File: config.mk
export PLATFORM = sky130hd
export DESIGN_NAME = alu_issue
export DESIGN_NICKNAME = d
export VERILOG_FILES = /design/src/rtl/alu_pkg.sv /design/src/rtl/alu_op_decode.sv /design/src/rtl/alu_issue.sv
export SDC_FILE = /design/constraint.sdc
export NUM_CORES = 1
export LEC_CHECK = 0
export ABC_AREA = 1
export CAP_MARGIN = 25
export CORE_ASPECT_RATIO = 0.8
export CORE_MARGIN = 8
export CORE_UTILIZATION = 51
export CTS_CLUSTER_DIAMETER = 100
export DETAILED_ROUTE_END_ITERATION = 7
export PLACE_DENSITY = 0.89
export SETUP_SLACK_MARGIN = 0.5
export SLEW_MARGIN = 20
export SYNTH_ARGS = -nofsm -noshare
export SYNTH_HDL_FRONTEND = slang
export SYNTH_HIERARCHICAL = 1
export SYNTH_SLANG_ARGS = --single-unit
File: constraint.sdc
create_clock -name clk -period 2.2 [get_ports clk]
set_input_delay 0.55 -clock clk [delete_from_list [all_inputs] [get_ports clk]]
set_output_delay 0.55 -clock clk [all_outputs]
set_load 0.02 [all_outputs]
File: src/rtl/alu_pkg.sv
// Shared ALU issue definitions: operation codes, major opcodes
// and the skid-buffer occupancy states.
package alu_pkg;

  localparam logic [3:0] ALU_AND = 4'b0000;
  localparam logic [3:0] ALU_XOR = 4'b0001;
  localparam logic [3:0] ALU_SUB = 4'b0010;
  localparam logic [3:0] ALU_OR  = 4'b0011;
  localparam logic [3:0] ALU_ADD = 4'b0100;
  localparam logic [3:0] ALU_SRA = 4'b0111;
  localparam logic [3:0] ALU_EQ  = 4'b1000;
  localparam logic [3:0] ALU_SLL = 4'b1001;
  localparam logic [3:0] ALU_LUI = 4'b1010;
  localparam logic [3:0] ALU_SRL = 4'b1100;
  localparam logic [3:0] ALU_SLT = 4'b1110;
  localparam logic [3:0] ALU_ILL = 4'b1111;

  localparam logic [6:0] OPC_R      = 7'b0110011;
  localparam logic [6:0] OPC_I      = 7'b0010011;
  localparam logic [6:0] OPC_LOAD   = 7'b0000011;
  localparam logic [6:0] OPC_STORE  = 7'b0100011;
  localparam logic [6:0] OPC_JALR   = 7'b1100111;
  localparam logic [6:0] OPC_BRANCH = 7'b1100011;
  localparam logic [6:0] OPC_LUI    = 7'b0110111;

  localparam logic [6:0] F7_BASE = 7'h00;
  localparam logic [6:0] F7_ALT  = 7'h20;

  typedef enum logic [1:0] {
    BUF_EMPTY,
    BUF_ONE,
    BUF_TWO
  } buf_state_t;

endpackage

File: src/rtl/alu_op_decode.sv
// Combinational mapping of decoded instruction fields to the
// ALU operation code and operands.
module alu_op_decode
  import alu_pkg::*;
#(
  parameter int DATA_WIDTH    = 32,
  parameter int OPCODE_LENGTH = 4
) (
  input  logic [6:0]               opcode,
  input  logic [2:0]               funct3,
  input  logic [6:0]               funct7,
  input  logic [DATA_WIDTH-1:0]    rs1_data,
  input  logic [DATA_WIDTH-1:0]    rs2_data,
  input  logic [DATA_WIDTH-1:0]    imm,
  output logic [OPCODE_LENGTH-1:0] Operation,
  output logic [DATA_WIDTH-1:0]    SrcA,
  output logic [DATA_WIDTH-1:0]    SrcB,
  output logic                     illegal
);

  logic [DATA_WIDTH-1:0] rs2_sh;
  logic [DATA_WIDTH-1:0] rs2_sra;
  logic [DATA_WIDTH-1:0] imm_sh;
  logic [DATA_WIDTH-1:0] imm_sra;
  logic [DATA_WIDTH-1:0] sra_flag;

  logic [3:0]            op;
  logic [DATA_WIDTH-1:0] a;
  logic [DATA_WIDTH-1:0] b;
  logic                  bad;

  // The ALU recognises arithmetic shifts by bit 10 of SrcB.
  assign sra_flag = {{(DATA_WIDTH-11){1'b0}}, 11'h400};
  assign rs2_sh   = {{(DATA_WIDTH-5){1'b0}}, rs2_data[4:0]};
  assign rs2_sra  = rs2_sh | sra_flag;
  assign imm_sh   = {{(DATA_WIDTH-5){1'b0}}, imm[4:0]};
  assign imm_sra  = {{(DATA_WIDTH-11){1'b0}}, imm[10:0]};

  always_comb begin
    op  = ALU_ADD;
    a   = rs1_data;
    b   = rs2_data;
    bad = 1'b0;
    case (opcode)
      OPC_R: begin
        case (funct3)
          3'b000: begin
            if (funct7 == F7_BASE) begin
              op = ALU_ADD;
            end else if (funct7 == F7_ALT) begin
              op = ALU_SUB;
            end else begin
              bad = 1'b1;
            end
          end
          3'b111: op = ALU_AND;
          3'b110: op = ALU_OR;
          3'b100: op = ALU_XOR;
          3'b010: op = ALU_SLT;
          3'b001: begin
            op = ALU_SLL;
            b  = rs2_sh;
          end
          3'b101: begin
            if (funct7 == F7_BASE) begin
              op = ALU_SRL;
              b  = rs2_sh;
            end else if (funct7 == F7_ALT) begin
              op = ALU_SRA;
              b  = rs2_sra;
            end else begin
              bad = 1'b1;
            end
          end
          default: bad = 1'b1;
        endcase
      end
      OPC_I: begin
        b = imm;
        case (funct3)
          3'b000: op = ALU_ADD;
          3'b010: op = ALU_SLT;
          3'b100: op = ALU_XOR;
          3'b110: op = ALU_OR;
          3'b111: op = ALU_AND;
          3'b001: begin
            op = ALU_SLL;
            b  = imm_sh;
          end
          3'b101: begin
            if (imm[10]) begin
              op = ALU_SRA;
              b  = imm_sra;
            end else begin
              op = ALU_SRL;
              b  = imm_sh;
            end
          end
          default: bad = 1'b1;
        endcase
      end
      OPC_LOAD, OPC_STORE, OPC_JALR: begin
        op = ALU_ADD;
        b  = imm;
      end
      OPC_BRANCH: begin
        case (funct3)
          3'b000, 3'b001: op = ALU_EQ;
          3'b100:         op = ALU_SLT;
          default:        bad = 1'b1;
        endcase
      end
      OPC_LUI: begin
        op = ALU_LUI;
        a  = '0;
        b  = imm;
      end
      default: bad = 1'b1;
    endcase
    if (bad) begin
      op = ALU_ILL;
      a  = '0;
      b  = '0;
    end
  end

  assign Operation = op;
  assign SrcA      = a;
  assign SrcB      = b;
  assign illegal   = bad;

endmodule

File: src/rtl/alu_issue.sv
// Issue register into execute: decodes ALU operands and holds
// them in a main register backed by a one-entry skid buffer.
module alu_issue
  import alu_pkg::*;
#(
  parameter int DATA_WIDTH    = 32,
  parameter int OPCODE_LENGTH = 4
) (
  input  logic                     clk,
  input  logic                     reset,
  input  logic                     in_valid,
  output logic                     in_ready,
  input  logic [6:0]               opcode,
  input  logic [2:0]               funct3,
  input  logic [6:0]               funct7,
  input  logic [DATA_WIDTH-1:0]    rs1_data,
  input  logic [DATA_WIDTH-1:0]    rs2_data,
  input  logic [DATA_WIDTH-1:0]    imm,
  input  logic                     flush,
  output logic                     out_valid,
  input  logic                     out_ready,
  output logic [DATA_WIDTH-1:0]    SrcA,
  output logic [DATA_WIDTH-1:0]    SrcB,
  output logic [OPCODE_LENGTH-1:0] Operation,
  output logic                     illegal
);

  logic [OPCODE_LENGTH-1:0] dec_op;
  logic [DATA_WIDTH-1:0]    dec_a;
  logic [DATA_WIDTH-1:0]    dec_b;
  logic                     dec_ill;

  alu_op_decode #(
    .DATA_WIDTH   (DATA_WIDTH),
    .OPCODE_LENGTH(OPCODE_LENGTH)
  ) u_dec (
    .opcode   (opcode),
    .funct3   (funct3),
    .funct7   (funct7),
    .rs1_data (rs1_data),
    .rs2_data (rs2_data),
    .imm      (imm),
    .Operation(dec_op),
    .SrcA     (dec_a),
    .SrcB     (dec_b),
    .illegal  (dec_ill)
  );

  buf_state_t               state_q;
  logic                     in_ready_q;
  logic [OPCODE_LENGTH-1:0] main_op_q;
  logic [DATA_WIDTH-1:0]    main_a_q;
  logic [DATA_WIDTH-1:0]    main_b_q;
  logic                     main_ill_q;
  logic [OPCODE_LENGTH-1:0] skid_op_q;
  logic [DATA_WIDTH-1:0]    skid_a_q;
  logic [DATA_WIDTH-1:0]    skid_b_q;
  logic                     skid_ill_q;

  logic accept;
  logic consume;

  assign accept  = in_valid & in_ready_q;
  assign consume = (state_q != BUF_EMPTY) & out_ready;

  always_ff @(posedge clk) begin
    if (!reset) begin
      state_q    <= BUF_EMPTY;
      in_ready_q <= 1'b1;
      main_op_q  <= '0;
      main_a_q   <= '0;
      main_b_q   <= '0;
      main_ill_q <= 1'b0;
      skid_op_q  <= '0;
      skid_a_q   <= '0;
      skid_b_q   <= '0;
      skid_ill_q <= 1'b0;
    end else if (flush) begin
      state_q    <= BUF_EMPTY;
      in_ready_q <= 1'b1;
    end else begin
      case (state_q)
        BUF_EMPTY: begin
          if (accept) begin
            main_op_q  <= dec_op;
            main_a_q   <= dec_a;
            main_b_q   <= dec_b;
            main_ill_q <= dec_ill;
            state_q    <= BUF_ONE;
          end
        end
        BUF_ONE: begin
          if (accept && consume) begin
            main_op_q  <= dec_op;
            main_a_q   <= dec_a;
            main_b_q   <= dec_b;
            main_ill_q <= dec_ill;
          end else if (accept) begin
            // Main is stalled; park the new entry in the skid slot.
            skid_op_q  <= dec_op;
            skid_a_q   <= dec_a;
            skid_b_q   <= dec_b;
            skid_ill_q <= dec_ill;
            state_q    <= BUF_TWO;
            in_ready_q <= 1'b0;
          end else if (consume) begin
            state_q <= BUF_EMPTY;
          end
        end
        BUF_TWO: begin
          if (consume) begin
            main_op_q  <= skid_op_q;
            main_a_q   <= skid_a_q;
            main_b_q   <= skid_b_q;
            main_ill_q <= skid_ill_q;
            state_q    <= BUF_ONE;
            in_ready_q <= 1'b1;
          end
        end
        default: begin
          state_q    <= BUF_EMPTY;
          in_ready_q <= 1'b1;
        end
      endcase
    end
  end

  assign in_ready  = in_ready_q;
  assign out_valid = (state_q != BUF_EMPTY);
  assign SrcA      = main_a_q;
  assign SrcB      = main_b_q;
  assign Operation = main_op_q;
  assign illegal   = main_ill_q;

endmodule
==> results_tabular.tex <==
\begin{tabular}{lr}
\hline
Metric & Value \\
\hline
\multicolumn{2}{l}{\textbf{Outcome}} \\
\quad Violated checks & DRC, setup timing \\
\quad Result of the run & finished, violations left \\
\multicolumn{2}{l}{\textbf{Cells and area}} \\
\quad Area of the multi-input gates & 5500 um\^{}2 \\
\quad Number of inserted filler cells in the final layout & 681 \\
\quad Inserted Diodes & 0 \\
\quad Area overhead of the layout relative to synthesis & 74.0\% \\
\quad Seq. cell area & 2830 um\^{}2 \\
\quad Final Instance Count excl. Fillers & 1926 \\
\quad Layout Nets & 1816 \\
\quad Share of layout cells above drive strength 1 & 31.2\% \\
\multicolumn{2}{l}{\textbf{Worst setup path}} \\
\quad Most used cell, CP & sky130\_fd\_sc\_hd\_\_nand2\_1 \\
\quad WS Path Type & in -> reg \\
\quad Cells traversed along the worst timing path & buf\_6 -> buf\_8 -> inv\_12 -> nor2\_4 -> buf\_6 -> nor2\_4 -> nor2\_2 -> nand3\_4 -> nand2\_4 -> inv\_8 -> nand2\_8 -> buf\_12 -> buf\_16 -> a21oi\_4 -> nand2\_1 -> o21ai\_1 -> inv\_2 -> nand2\_1 -> nand2\_1 -> nor2\_1 \\
\quad Slowest cell on the critical path & sky130\_fd\_sc\_hd\_\_nor2\_1 \\
\quad Kind of capture point of the worst setup path & register \\
\quad Stage delay of the slowest cell on the critical path & 0.40 ns \\
\quad Critical Path AT & 2.76 ns \\
\quad Required time at the endpoint of the critical path & 2.50 ns \\
\quad Maximum fanout along the worst path & 6 \\
\quad Startpoint Class & primary input \\
\multicolumn{2}{l}{\textbf{Global route}} \\
\quad Number of global-route vias before repair & 10500 \\
\quad GRT Residual Overflow & 0 \\
\quad Global-route wire length before repair & 52000 um \\
\quad Total global routing track utilization & 32.4\% \\
\quad Largest net degree at the start of global routing & 64 \\
\quad Number of antenna violations at the first check in global routing & 1 \\
\multicolumn{2}{l}{\textbf{Synth}} \\
\quad Leading post-synthesis cells by instance count & sky130\_fd\_sc\_hd\_\_nand2\_1 (482), sky130\_fd\_sc\_hd\_\_nor2\_1 (337), sky130\_fd\_sc\_hd\_\_dfxtp\_1 (141) \\
\quad Sequential cell area fraction in the yosys report & 35.1\% \\
\quad Yosys warns & 6 \\
\quad Fraction of post-synthesis cell area in the top cell type by area & 35.1\% \\
\quad Cell variety after synth & 26 \\
\quad Share of synthesized flip-flops with an asynchronous set or reset & 0\% \\
\quad Area contributors post-synth & sky130\_fd\_sc\_hd\_\_dfxtp\_1 (35\%), sky130\_fd\_sc\_hd\_\_nand2\_1 (22\%), sky130\_fd\_sc\_hd\_\_nor2\_1 (16\%) \\
\quad Most repeated cell in the gate-level netlist after synthesis & sky130\_fd\_sc\_hd\_\_nand2\_1 \\
\quad Main flop type after synthesis & sky130\_fd\_sc\_hd\_\_dfxtp\_1 \\
\quad Leading area contributor after synthesis & sky130\_fd\_sc\_hd\_\_dfxtp\_1 \\
\quad Syn\_nets & 1500 \\
\quad Cells after synthesis & 1382 \\
\quad Count of flip-flops with a built-in enable after synthesis & 0 \\
\quad Mean area per synthesized cell & 5.82 um\^{}2 \\
\quad Synthesized cell area & 8050 um\^{}2 \\
\quad Number of register bits inferred by synthesis & 141 \\
\multicolumn{2}{l}{\textbf{Timing}} \\
\quad Setup TNS & -0.323 ns \\
\quad Final worst-path setup slack & -0.258 ns \\
\quad Fin. max-slew vios & 0 \\
\quad Maximum achievable frequency & 407 MHz \\
\quad WHS & 0.394 ns \\
\quad Minimum clock period after layout & 2.46 ns \\
\quad Headroom to the max-slew limit & 67.3\% \\
\quad Final setup violation count & 5 \\
\quad Portion of the clock cycle consumed by the worst path in the final layout & 112\% \\
\quad Fin Clk Skew & 0.0194 ns \\
\quad Slew at the pin closest to its max-slew limit & 0.489 ns \\
\quad Number of hold-slack violations in the final timing report & 0 \\
\quad Unrepaired setup endpoints after global routing & yes \\
\multicolumn{2}{l}{\textbf{Die}} \\
\quad Die boundary width & 156 um \\
\quad IO Count & 189 \\
\quad Die Ht & 128 um \\
\quad Die area & 20100 um\^{}2 \\
\quad Core ar. & 15600 um\^{}2 \\
\quad Initial core utilization & 51.6\% \\
\quad Floorplan row count & 41 \\
\multicolumn{2}{l}{\textbf{Run}} \\
\quad Maxcap violations & 0 \\
\multicolumn{2}{l}{\textbf{Clock network}} \\
\quad Skew-Pair Late Insertion Delay & 0.45 ns \\
\quad Number of hold-repair buffers added at the cts stage & 0 \\
\quad CTS Root Buffer Type & sky130\_fd\_sc\_hd\_\_clkbuf\_16 \\
\quad \# H-tree levels & 4 \\
\quad Sink count of the clock tree & 141 \\
\quad CTS tree & built \\
\quad Clock slew seen by the registers of the worst setup and hold paths & 0.07 ns \\
\quad Number of buffers created by CTS & 17 \\
\quad Number of buffers on the longest clock path & 2 \\
\multicolumn{2}{l}{\textbf{Route}} \\
\quad Routed length per instance & 22.3 um \\
\quad Number of design-rule violations left by the first detailed-router iteration & 1806 \\
\quad First-pass detailed-route iteration total & 8 \\
\quad DRC violation count after routing & 1 \\
\quad Mean number of vias per cell & 5.98 \\
\quad Antenna Violating Nets Remaining & 0 \\
\quad Total vias in the final route & 11500 \\
\quad Detailed-route wire length & 42900 um \\
\multicolumn{2}{l}{\textbf{Place}} \\
\quad Gp weighted congestion & 0.857 \\
\quad Placed wire-length estimate after detailed placement & 16400 um \\
\quad Number of cells in the design after placement & 1798 \\
\quad Count of buffers from port buffering & 188 \\
\multicolumn{2}{l}{\textbf{Worst hold path}} \\
\quad Class of the tightest hold or removal check & in -> reg \\
\multicolumn{2}{l}{\textbf{Pwr}} \\
\quad Leakage power & 6.44 nW \\
\quad Maximum vdd ir drop & 0.000751 V \\
\quad P per Cell Area & 538 nW/um\^{}2 \\
\hline
\end{tabular}
stage by stage:
step                util, %  area (um^2)  setup slack (ns)  power, mW
global route           89.8        14000            -0.506       7.73
global placement       69.0        10800            -0.485       4.05
detailed placement     69.0        10800            -0.529       4.08
CTS                    83.3        13000             0.263       7.11
finish                 89.8        14000            -0.258       7.53
floorplan                 -         8180             0.272       3.45
final cells by class:
| cell class | count | share of cell area [%] |
|---|---|---|
| Timing Repair Buffer | 374 | 29.6 |
| Tap cell | 215 | 1.92 |
| Inverter | 166 | 4.74 |
| Sequential cell | 141 | 20.2 |
| Clock inverter | 14 | 1.14 |
| Multi-Input combinational cell | 998 | 39.3 |
| Clock buffer | 18 | 3.07 |
layer usage:
metal | vias to the layer above | GRT usage [%] | wire, um
li1 | 4755 | - | -
met3 | 424 | 8.85 | 5460
met5 | - | 0 | 16
met2 | 1144 | 56.3 | 19500
met4 | 2 | 21.0 | 3760
met1 | 5200 | 34.4 | 14100
cells by family (layout without fill, tap and decap cells):
family	count (synthesis)	in the layout	synth area share (%)
and+or+nand+nor	865	866	42.0
DFF	141	141	35.1
buffers and inverters	244	572	13.6
AOI/OAI and AO/OA	132	132	9.30
repair_timing:
item                                    in CTS  in global routing
endpoints found under the hold margin        0                  0
gates resized for setup                    409                238
gates cloned                                15                  3
pin swaps                                  114                105
setup buffers                               52                 26
endpoints found under the setup margin     209                166
layout by cell type (no fill, tap or decap), types with 3 or more instances in the layout:
cell                              count
sky130_fd_sc_hd__nand2_1            435
sky130_fd_sc_hd__nor2_1             231
sky130_fd_sc_hd__dfxtp_1            139
sky130_fd_sc_hd__inv_1              124
sky130_fd_sc_hd__clkdlybuf4s50_1     96
sky130_fd_sc_hd__buf_4               76
sky130_fd_sc_hd__nor2_4              75
sky130_fd_sc_hd__buf_6               71
sky130_fd_sc_hd__dlygate4sd2_1       44
sky130_fd_sc_hd__nor2_2              41
sky130_fd_sc_hd__o21ai_1             40
sky130_fd_sc_hd__nand2_2             36
sky130_fd_sc_hd__inv_2               36
sky130_fd_sc_hd__a21oi_4             30
sky130_fd_sc_hd__o21ai_2             29
sky130_fd_sc_hd__buf_12              29
sky130_fd_sc_hd__clkdlybuf4s15_1     20
sky130_fd_sc_hd__clkbuf_16           19
sky130_fd_sc_hd__o21ai_0             16
sky130_fd_sc_hd__nand2_4             15
sky130_fd_sc_hd__nand3_1             13
sky130_fd_sc_hd__buf_16              13
sky130_fd_sc_hd__a21oi_1              8
sky130_fd_sc_hd__clkbuf_2             8
sky130_fd_sc_hd__nand3_4              8
sky130_fd_sc_hd__buf_8                7
sky130_fd_sc_hd__nand2_8              4
sky130_fd_sc_hd__inv_6                4
sky130_fd_sc_hd__clkinvlp_4           4
sky130_fd_sc_hd__nand3_2              3
sky130_fd_sc_hd__buf_2                3
sky130_fd_sc_hd__inv_4                3
sky130_fd_sc_hd__nand4_1              3
sky130_fd_sc_hd__a21oi_2              3
report_power, final:
| group | switching, mW | total, mW | leakage, nW | internal, mW |
|---|---|---|---|---|
| clock | 1.34 | 3.04 | 0.276 | 1.69 |
| sequential | 0.0803 | 2.76 | 1.15 | 2.68 |
| combinational | 0.991 | 1.74 | 5.02 | 0.745 |
final timing paths:
path	from	to	slack, ns	depth (start not counted)
worst max register to register	state_q[1]	SrcB[17]	0.13	9
worst min-delay path	out_ready	state_q[1]	0.39	2
worst min register to register	SrcA[18]	SrcA[18]	0.48	2
worst max-delay path	funct3[0]	SrcB[17]	-0.26	20
state kept, by name, summed over array words and instances (netlist names):
register	cells
SrcA	32
state_q	2
illegal	1
skid_b_q	32
SrcB	32
in_ready	1
skid_ill_q	1
skid_op_q	4
skid_a_q	32
Operation	4
critical path, delay by kind of cell:
kind / cells / cell delay [ns]
compound gates: 2 / 0.27
buf+inv: 8 / 0.84
simple gates: 10 / 1.07
Note: power is estimated with default switching activity, not from simulation.
